### config.mk
export PLATFORM = sky130hd
export DESIGN_NAME = rob_superscalar
export DESIGN_NICKNAME = d
export VERILOG_FILES = /design/src/rtl/rob_superscalar_pkg.sv /design/src/rtl/rob_superscalar_retire_sel.sv /design/src/rtl/rob_superscalar.sv
export SDC_FILE = /design/constraint.sdc
export NUM_CORES = 2
export LEC_CHECK = 0
export BUFFER_PORTS_ARGS = -buffer_cell sky130_fd_sc_hd__buf_2
export CORE_UTILIZATION = 35
export CTS_BUF_LIST = sky130_fd_sc_hd__clkbuf_8 sky130_fd_sc_hd__clkbuf_16
export DETAILED_ROUTE_END_ITERATION = 8
export SYNTH_ARGS = -nofsm -noshare
export SYNTH_HDL_FRONTEND = slang
export SYNTH_HIERARCHICAL = 1
export SYNTH_SLANG_ARGS = --single-unit
### constraint.sdc
create_clock -name clock_i -period 20.9 [get_ports clock_i]
set_input_delay 1.045 -clock clock_i [delete_from_list [all_inputs] [get_ports clock_i]]
set_output_delay 1.045 -clock clock_i [all_outputs]
set_load 0.02 [all_outputs]
### src/rtl/rob_superscalar_pkg.sv
`default_nettype none
// ============================================================================
// Module      : rob_superscalar_pkg
// Description : Shared sizing constants, entry/lane structs and helpers for
//               the N-way reorder buffer.
// Revision    : 1.0 - initial release
// ============================================================================
package rob_superscalar_pkg;

  localparam int NUM_ROB    = 32;
  localparam int DISPATCH_W = 2;
  localparam int RETIRE_W   = 2;
  localparam int CDB_W      = 2;
  localparam int PR_W       = 6;
  localparam int AR_W       = 5;

  localparam int IDX_W = $clog2(NUM_ROB);
  localparam int CNT_W = IDX_W + 1;

  typedef struct packed {
    logic            valid;
    logic            complete;
    logic            halt;
    logic [AR_W-1:0] dest_idx;
    logic [PR_W-1:0] T_idx;
    logic [PR_W-1:0] Told_idx;
  } ROB_ENTRY_t;

  typedef ROB_ENTRY_t [NUM_ROB-1:0] ROB_t;

  typedef struct packed {
    logic            halt;
    logic [AR_W-1:0] dest_idx;
    logic [PR_W-1:0] T_idx;
    logic [PR_W-1:0] Told_idx;
  } ROB_DISPATCH_IN_t;

  typedef struct packed {
    logic [AR_W-1:0] dest_idx;
    logic [PR_W-1:0] T_idx;
    logic [PR_W-1:0] Told_idx;
  } ROB_RETIRE_OUT_t;

  // Number of set bits in a lane-valid vector (caller zero-extends to 32).
  function automatic logic [CNT_W-1:0] popcnt(input logic [31:0] v);
    logic [CNT_W-1:0] n;
    n = '0;
    for (int b = 0; b < 32; b++) begin
      n = n + CNT_W'(v[b]);
    end
    return n;
  endfunction

endpackage
`default_nettype wire

### src/rtl/rob_superscalar_retire_sel.sv
`default_nettype none
// ============================================================================
// Module      : rob_retire_sel
// Description : Picks the contiguous run of valid+complete entries starting at
//               the head, stopping after the first halt entry.
// Revision    : 1.0 - initial release
// ============================================================================
module rob_retire_sel
  import rob_superscalar_pkg::*;
(
  input  ROB_ENTRY_t [RETIRE_W-1:0] head_entries_i,
  input  logic                      allow_i,
  output logic [RETIRE_W-1:0]       retire_en_o,
  output logic                      halt_o,
  output logic [CNT_W-1:0]          retire_cnt_o
);

  logic blocked;

  // Walk head lanes in age order; the first not-ready or halt entry ends the group
  always_comb begin
    retire_en_o  = '0;
    halt_o       = 1'b0;
    retire_cnt_o = '0;
    blocked      = ~allow_i;
    for (int j = 0; j < RETIRE_W; j++) begin
      if (!blocked && head_entries_i[j].valid && head_entries_i[j].complete) begin
        retire_en_o[j] = 1'b1;
        retire_cnt_o   = retire_cnt_o + CNT_W'(1);
        if (head_entries_i[j].halt) begin
          halt_o  = 1'b1;
          blocked = 1'b1;
        end
      end else begin
        blocked = 1'b1;
      end
    end
  end

endmodule
`default_nettype wire

### src/rtl/rob_superscalar.sv
`default_nettype none
// ============================================================================
// Module      : rob_superscalar
// Description : N-way reorder buffer: multi-lane in-order dispatch, CDB
//               completion, multi-lane in-order retire, branch rollback.
//               Optional perf counters enabled by macro ROB_PERF_CNT_EN.
// Revision    : 1.0 - initial release
// ============================================================================
module rob_superscalar
  import rob_superscalar_pkg::*;
(
  input  logic                         clock_i,
  input  logic                         reset_i,
  input  logic                         en_i,
  input  logic [DISPATCH_W-1:0]        dispatch_en_i,
  input  logic [DISPATCH_W*AR_W-1:0]   dispatch_dest_idx_i,
  input  logic [DISPATCH_W*PR_W-1:0]   dispatch_T_idx_i,
  input  logic [DISPATCH_W*PR_W-1:0]   dispatch_Told_idx_i,
  input  logic [DISPATCH_W-1:0]        dispatch_halt_i,
  output logic                         dispatch_ready_o,
  output logic [DISPATCH_W*IDX_W-1:0]  ROB_idx_o,
  output logic [CNT_W-1:0]             free_slots_o,
  input  logic [CDB_W-1:0]             complete_en_i,
  input  logic [CDB_W*IDX_W-1:0]       complete_idx_i,
  input  logic                         rollback_en_i,
  input  logic [IDX_W-1:0]             rollback_idx_i,
  output logic [RETIRE_W-1:0]          retire_en_o,
  output logic [RETIRE_W*AR_W-1:0]     retire_dest_idx_o,
  output logic [RETIRE_W*PR_W-1:0]     retire_T_idx_o,
  output logic [RETIRE_W*PR_W-1:0]     retire_Told_idx_o,
  output logic                         halt_out_o
`ifdef ROB_PERF_CNT_EN
  ,
  output logic [31:0]                  perf_retired_o,
  output logic [31:0]                  perf_full_stall_o,
  output logic [31:0]                  perf_squashed_o
`endif
);

  ROB_t                             rob_q, rob_d;
  logic [IDX_W-1:0]                 head_q, head_d, tail_q, tail_d;
  logic [CNT_W-1:0]                 count_q, count_d;
  logic                             halted_q, halted_d;

  ROB_DISPATCH_IN_t [DISPATCH_W-1:0] disp_lane;
  ROB_ENTRY_t [RETIRE_W-1:0]         head_ent;
  ROB_RETIRE_OUT_t [RETIRE_W-1:0]    retire_lane;
  logic [CNT_W-1:0]                  disp_k;
  logic [CNT_W-1:0]                  retire_r;
  logic                              rb_act;
  logic [IDX_W-1:0]                  dist_rb;
  logic [IDX_W-1:0]                  sq_dist;
  logic [IDX_W-1:0]                  cidx;

  genvar gi;
  generate
    for (gi = 0; gi < DISPATCH_W; gi++) begin : g_disp_lane
      assign disp_lane[gi] = '{halt:     dispatch_halt_i[gi],
                               dest_idx: dispatch_dest_idx_i[gi*AR_W +: AR_W],
                               T_idx:    dispatch_T_idx_i[gi*PR_W +: PR_W],
                               Told_idx: dispatch_Told_idx_i[gi*PR_W +: PR_W]};
      assign ROB_idx_o[gi*IDX_W +: IDX_W] = tail_q + IDX_W'(gi);
    end

    for (gi = 0; gi < RETIRE_W; gi++) begin : g_retire_lane
      assign head_ent[gi]    = rob_q[head_q + IDX_W'(gi)];
      assign retire_lane[gi] = '{dest_idx: head_ent[gi].dest_idx,
                                 T_idx:    head_ent[gi].T_idx,
                                 Told_idx: head_ent[gi].Told_idx};
      assign retire_dest_idx_o[gi*AR_W +: AR_W] = retire_lane[gi].dest_idx;
      assign retire_T_idx_o[gi*PR_W +: PR_W]    = retire_lane[gi].T_idx;
      assign retire_Told_idx_o[gi*PR_W +: PR_W] = retire_lane[gi].Told_idx;
    end
  endgenerate

  rob_retire_sel u_retire_sel (
    .head_entries_i (head_ent),
    .allow_i        (en_i & ~halted_q),
    .retire_en_o    (retire_en_o),
    .halt_o         (halt_out_o),
    .retire_cnt_o   (retire_r)
  );

  // Same-cycle retire frees nothing for dispatch, keeping ready off the retire path
  assign disp_k           = popcnt(32'(dispatch_en_i));
  assign free_slots_o     = CNT_W'(NUM_ROB) - count_q;
  assign dispatch_ready_o = en_i & ~rollback_en_i & ~halted_q & (disp_k <= free_slots_o);
  assign rb_act           = en_i & rollback_en_i & rob_q[rollback_idx_i].valid;
  assign dist_rb          = rollback_idx_i - head_q;

  // Next-state: completion, retire clear, dispatch write, then rollback squash (wins)
  always_comb begin
    rob_d    = rob_q;
    head_d   = head_q;
    tail_d   = tail_q;
    count_d  = count_q;
    halted_d = halted_q;
    sq_dist  = '0;
    cidx     = '0;
    if (en_i) begin
      for (int p = 0; p < CDB_W; p++) begin
        cidx = complete_idx_i[p*IDX_W +: IDX_W];
        if (complete_en_i[p] && rob_q[cidx].valid) begin
          rob_d[cidx].complete = 1'b1;
        end
      end
      for (int j = 0; j < RETIRE_W; j++) begin
        if (retire_en_o[j]) begin
          rob_d[head_q + IDX_W'(j)] = '0;
        end
      end
      if (dispatch_ready_o) begin
        for (int i = 0; i < DISPATCH_W; i++) begin
          if (dispatch_en_i[i]) begin
            rob_d[tail_q + IDX_W'(i)] = '{valid:    1'b1,
                                          complete: 1'b0,
                                          halt:     disp_lane[i].halt,
                                          dest_idx: disp_lane[i].dest_idx,
                                          T_idx:    disp_lane[i].T_idx,
                                          Told_idx: disp_lane[i].Told_idx};
          end
        end
      end
      if (rb_act) begin
        // Age is distance from head; occupancy bounds the live window even when full
        for (int e = 0; e < NUM_ROB; e++) begin
          sq_dist = IDX_W'(e) - head_q;
          if ((sq_dist > dist_rb) && ({1'b0, sq_dist} < count_q)) begin
            rob_d[e] = '0;
          end
        end
        tail_d  = rollback_idx_i + IDX_W'(1);
        count_d = CNT_W'(dist_rb) + CNT_W'(1) - retire_r;
      end else begin
        tail_d  = tail_q + (dispatch_ready_o ? disp_k[IDX_W-1:0] : '0);
        count_d = count_q + (dispatch_ready_o ? disp_k : '0) - retire_r;
      end
      head_d   = head_q + retire_r[IDX_W-1:0];
      halted_d = halted_q | halt_out_o;
    end
  end

  // State registers with asynchronous clear
  always_ff @(posedge clock_i or posedge reset_i) begin
    if (reset_i) begin
      rob_q    <= '0;
      head_q   <= '0;
      tail_q   <= '0;
      count_q  <= '0;
      halted_q <= 1'b0;
    end else begin
      rob_q    <= rob_d;
      head_q   <= head_d;
      tail_q   <= tail_d;
      count_q  <= count_d;
      halted_q <= halted_d;
    end
  end

`ifdef ROB_PERF_CNT_EN
  logic [31:0]      perf_retired_q, perf_full_stall_q, perf_squashed_q;
  logic [CNT_W-1:0] squash_cnt;

  function automatic logic [31:0] sat_add(input logic [31:0] a, input logic [31:0] b);
    logic [32:0] s;
    s = {1'b0, a} + {1'b0, b};
    return s[32] ? 32'hFFFF_FFFF : s[31:0];
  endfunction

  assign squash_cnt = count_q - CNT_W'(dist_rb) - CNT_W'(1);

  // Saturating event counters, frozen while the ROB is disabled
  always_ff @(posedge clock_i or posedge reset_i) begin
    if (reset_i) begin
      perf_retired_q    <= '0;
      perf_full_stall_q <= '0;
      perf_squashed_q   <= '0;
    end else if (en_i) begin
      perf_retired_q <= sat_add(perf_retired_q, 32'(retire_r));
      if ((|dispatch_en_i) && !dispatch_ready_o) begin
        perf_full_stall_q <= sat_add(perf_full_stall_q, 32'd1);
      end
      if (rb_act) begin
        perf_squashed_q <= sat_add(perf_squashed_q, 32'(squash_cnt));
      end
    end
  end

  assign perf_retired_o    = perf_retired_q;
  assign perf_full_stall_o = perf_full_stall_q;
  assign perf_squashed_o   = perf_squashed_q;
`endif

endmodule
`default_nettype wire

### Word-level counts from Yosys, hierarchy flattened

Cells that the tools add are included.

| cells by class | value |
|---|---|
| $lt $le $gt $ge | 78 |
| bitwise operators | 14 |
| mux-type cells | 86 |
| reductions and logical operators | 45 |
| add/sub/neg operators | 45 |

Operators with widths:

| cell | number |
|---|---|
| $mux 640 | 14 |
| $bwmux 640 | 4 |
| $and 640x640->640 | 2 |
| $not 640->640 | 2 |
| $mux 20 | 41 |
| $demux 20 s5 | 6 |
| $bmux 20 s5 | 5 |
| $lt 5x6->1 | 32 |
| $gt 5x5->1 | 32 |
| $sub 5x5->5 const A | 16 |
| $logic_and 1x1->1 | 44 |
| $lt 5x6->1 const B | 7 |
| $sub 4x5->5 const A | 8 |
| $mux 19 | 2 |
| $ge 5x1->1 const B | 6 |
| $sub 3x5->5 const A | 4 |
| $add 5x1->5 const B | 3 |
| $mux 6 | 2 |
| $sub 6x6->6 | 2 |
| $sub 1x5->5 const A | 2 |
| $sub 2x5->5 const A | 2 |
| $mux 1 | 9 |
| $add 5x1->6 const B | 1 |
| $add 6x2->6 | 1 |
| 13 further kinds | 21 |

| word-level totals | value |
|---|---|
| register bits | 657 |
| bits of input ports | 59 |
| word-level logic and storage cells | 464 |

### Depth between registers and ports, before layout

| depth | value |
|---|---|
| word-level depth | 25 |
| gate-level depth with buffers | 28 |
| gate-level depth less buffers | 21 |

### Hierarchy

Netlist, hierarchy kept.

Modules (own cells, without submodules):

| module | area each (µm²) | cells each | times used | seq. area each (µm²) |
|---|---|---|---|---|
| rob_superscalar | 48,131.2 | 4,221 | 1 | 16,440.8 |
| rob_retire_sel | 81.3 | 14 | 1 | 0.0 |

### Worst setup path after synthesis

Ideal clock, no wire load.

| timing path | value |
|---|---|
| path kind | register to register |
| start | register head_q[1] |
| end | register count_q[5] |
| cell stages (with the launch flop) | 25 |
| buffers on the path | 6 |
| slack | 14.170 ns |
| arrival time | 6.593 ns |
| library setup time | 0.137 ns |
| path through | dfrtp_1 -> clkbuf_1 -> clkbuf_1 -> clkbuf_1 -> inv_1 -> ha_1 -> clkbuf_1 -> buf_1 -> clkbuf_1 -> mux4_2 -> mux4_2 -> nand2_1 -> nand2_1 -> nand2_1 -> nor3_1 -> fa_1 -> inv_1 -> ha_1 -> a21o_1 -> a21oi_1 -> and4b_1 -> a211o_1 -> mux2i_1 -> xor2_1 -> a21oi_1 |

RTL lines:

| item | line | RTL |
|---|---|---|
| from (decl) | rob_superscalar.sv:41 | `logic [IDX_W-1:0] head_q, head_d, tail_q, tail_d;` |
| from (signal assigned) | rob_superscalar.sv:147 | `head_q <= '0;` |
| from (signal assigned) | rob_superscalar.sv:153 | `head_q <= head_d;` |
| to (signal assigned) | rob_superscalar.sv:155 | `count_q <= count_d;` |
| to (decl) | rob_superscalar.sv:42 | `logic [CNT_W-1:0] count_q, count_d;` |

### Final worst setup path

| timing path | value |
|---|---|
| start | register head_q[0] |
| end | output port retire_dest_idx_o[0] |

| between the ends | value |
|---|---|
| word-level cells in the longest chain between the ends | 2 |

RTL lines:

| item | line | RTL |
|---|---|---|
| $bmux 20 s5 | rob_superscalar.sv:66 | `assign head_ent[gi] = rob_q[head_q + IDX_W'(gi)];` |
| $mux 20 (implied by the code) | rob_superscalar.sv:66 |  |
| to (decl) | rob_superscalar.sv:28 | `output logic [RETIRE_W*AR_W-1:0] retire_dest_idx_o,` |

Every way passes these cells. The select of a mux whose other input is x is not followed.

==> run summary <==
Final worst path period need -> 7.046 ns
DIE AREA -> 139200 um^2
Distinct cells, synth -> 88
Most frequent CP cell -> buf_4
# Post-CTS Setup Buffers -> 0
Async set-reset flop share out of synthesis -> 1.000
R2R depth -> 20
Number of global-route vias before repair -> 39246
Via-per-instance ratio -> 6.734
Initial DRT Pass Iterations -> 5
Initial Util -> 0.3541
Total power -> 8.494 mW
Hold Vio Cnt, Final -> 0
Finished Cell Area -> 53310 um^2
Antenna violations before repair -> 15
Mapped cell area -> 48210 um^2
Max FO, Critical Path -> 58
Core Region -> 136100 um^2
Pin count of the biggest net entering global routing -> 83
GR Overflow Total -> 0
GP Congestion -> 0.9641
Post-route antenna net violation count -> 0
Worst Setup End Kind -> primary output
Max_slew headroom -> 0.03982
Hold_buf cts -> 0
Cells after DPL -> 5833
Period utilization -> 0.3371
Prevailing post-synth register cell -> dfrtp_1
Reg2reg start -> head_q[1]
Worst setup path end -> retire_dest_idx_o[0]
Top-level port count -> 113
Die width -> 373.1 um
Fin Setup TNS -> 0 ns
Critical path depth -> 8
Max-Cap Viols -> 0
Clock buffer depth -> 3
CP max stage delay -> 0.92 ns
Post-Synthesis Cells -> 4235
Avg Inst Size Synth -> 11.38 um^2
CTS tree -> built
Port bufs -> 112
CTS Buf Count -> 77
H-Tree Depth -> 3
Die span in y -> 373.1 um
Worst clock skew -> 0.05028 ns
Clock sink total -> 657
Fmax -> 141.9 MHz
Top delay family on crit path -> buffers and inverters
Setup CP Type -> reg2out
Worst path slowest cell -> buf_4
Hpwl dp -> 128.3 mm
RSZ-0062 raised after global routing -> no
Area Overhead vs Synth -> 10.57%
Number of synthesized register bits -> 657
Sequential element share of the synthesized area -> 0.3410
Slew Limit Fails -> 0
Reg clk slew, reported paths -> 0.06 ns
Share of cells above drive strength 1 -> 0.2229
Vias -> 40305
Worst vdd ir -> 0.08566 mV
Yosys warnings -> 6
CP Cell Sequence -> buf_4 -> buf_4 -> buf_4 -> mux4_2 -> mux4_2 -> nand2_1 -> nand2_1 -> buf_2
Gr usage total -> 0.2891
Final wirelength -> 204.1 mm
DRC -> 0
Hold WC Path Type -> in2async
Crit path DAT -> 6.00 ns
Worst Setup SP -> head_q[0]
Final cell count without fillers -> 5985
Global-route wire length before repair -> 293.6 mm
Startpoint Class -> flop
Row count -> 135
Number of synthesized flops with an enable pin -> 0
Reg2reg end -> count_q[5]
Worst slew pin tran -> 1.437 ns
PD cells -> 159.3 nW/um^2
Most common cell after layout, fill and taps aside -> dfrtp_1
Buffers and inverters on the worst path -> 4
Resize count post-CTS -> 0
Dpl cell area -> 50660 um^2
Most frequent cells in the layout -> 653 x dfrtp_1, 549 x mux2i_1, 419 x mux4_2
Final setup viols -> 0
DR WL/cell -> 34.10 um
Leakage -> 20.68 nW
Worst reg-to-reg setup slack -> 14.00 ns
Run status -> completed
Clk_lat worst skew -> 0.72 ns
WHS -> 0.4787 ns
Fin nets -> 4377
Initial DRC Count -> 5688
Required time worst endpoint -> 19.85 ns
Clock root buffer master -> clkbuf_16
## metrics by stage
stage	worst slack, ns	utilization
floorplan	1.444	-
global placement	14.11	0.3721
detailed placement	14.12	0.3721
CTS	13.76	0.3914
global route	13.43	0.3915
finish	13.85	0.3916
## cell type report
| cell class | instances | area (um^2) |
|---|---|---|
| antenna | 10 | 25.02 |
| clock buffer | 90 | 2106 |
| clock inverter | 52 | 515.5 |
| fill | 13093 | 82830 |
| inverter | 263 | 1001 |
| multi-input combinational | 2880 | 29370 |
| sequential | 657 | 16450 |
| tap | 1781 | 2228 |
| timing repair buffer | 252 | 1614 |
## registers in the layout, indices dropped and copies added (netlist names)
name / count
rob_q: 640
count_q: 6
head_q: 5
tail_q: 5
halted_q: 1
## synth_stat cells (all sizes together), types with 9 or more instances
cell type	count	area, um^2
o2bb2ai	418	3661
buf	176	944.7
a22oi	22	165.2
o31ai	26	387.9
a21oi	96	480.5
nor2	136	520.5
o22ai	162	1013
nor3b	9	67.56
nand2	252	945.9
nor2b	13	81.33
clkbuf	262	983.4
mux2i	549	5495
o21ai	134	768.2
a21o	30	225.2
xor2	16	140.1
a21boi	37	277.8
a32oi	9	78.83
a221oi	15	131.4
nor3	25	130.1
a31oi	42	294.0
dfrtp	657	16440
a211oi	15	112.6
mux4	419	9437
a22o	14	122.6
nand2b	12	75.07
o21a	30	225.2
ha	181	2265
o22a	11	96.34
or3	9	56.30
nand3	41	215.2
and3	11	68.82
xnor2	34	305.3
inv	259	972.2
## worst min-delay path by stage
| stage | to | slack, ns | cells past startpoint | start |
|---|---|---|---|---|
| after floorplan | halted_q | 0.45 | 1 | halted_q |
| after global placement | rob_q[284] | 0.48 | 1 | rob_q[284] |
| after detailed placement | rob_q[449] | 0.49 | 1 | rob_q[449] |
| after CTS | rob_q[439] | 0.49 | 2 | reset_i |
| after global routing | rob_q[435] | 0.52 | 1 | rob_q[435] |
| final | rob_q[439] | 0.48 | 2 | reset_i |
## logic make-up after synthesis
| logic type | after synthesis | share of synthesized area |
|---|---|---|
| and+or+nand+nor | 554 | 0.05190 |
| xor gates and xnor gates | 50 | 0.009239 |
| buffers and inverters | 701 | 0.06047 |
| adders and majority gates | 187 | 0.04946 |
| other | 1 | 0.00007778 |
| muxes | 971 | 0.3104 |
| AOI/OAI and AO/OA | 1114 | 0.1774 |
| DFF | 657 | 0.3410 |
## per-layer routing
layer | vias up | GRT usage | routed length [um]
li1 | 16123 | - | -
met1 | 20609 | 0.3751 | 78380
met2 | 2928 | 0.4284 | 89240
met3 | 635 | 0.08791 | 24050
met4 | 10 | 0.1615 | 12350
met5 | - | 0 | 73
## where the power goes
part	switching, mW	internal, mW
clock network	0.634	0.804
registers	0.551	1.79
logic	2.64	2.08
Note: power is estimated with default switching activity, not from simulation.
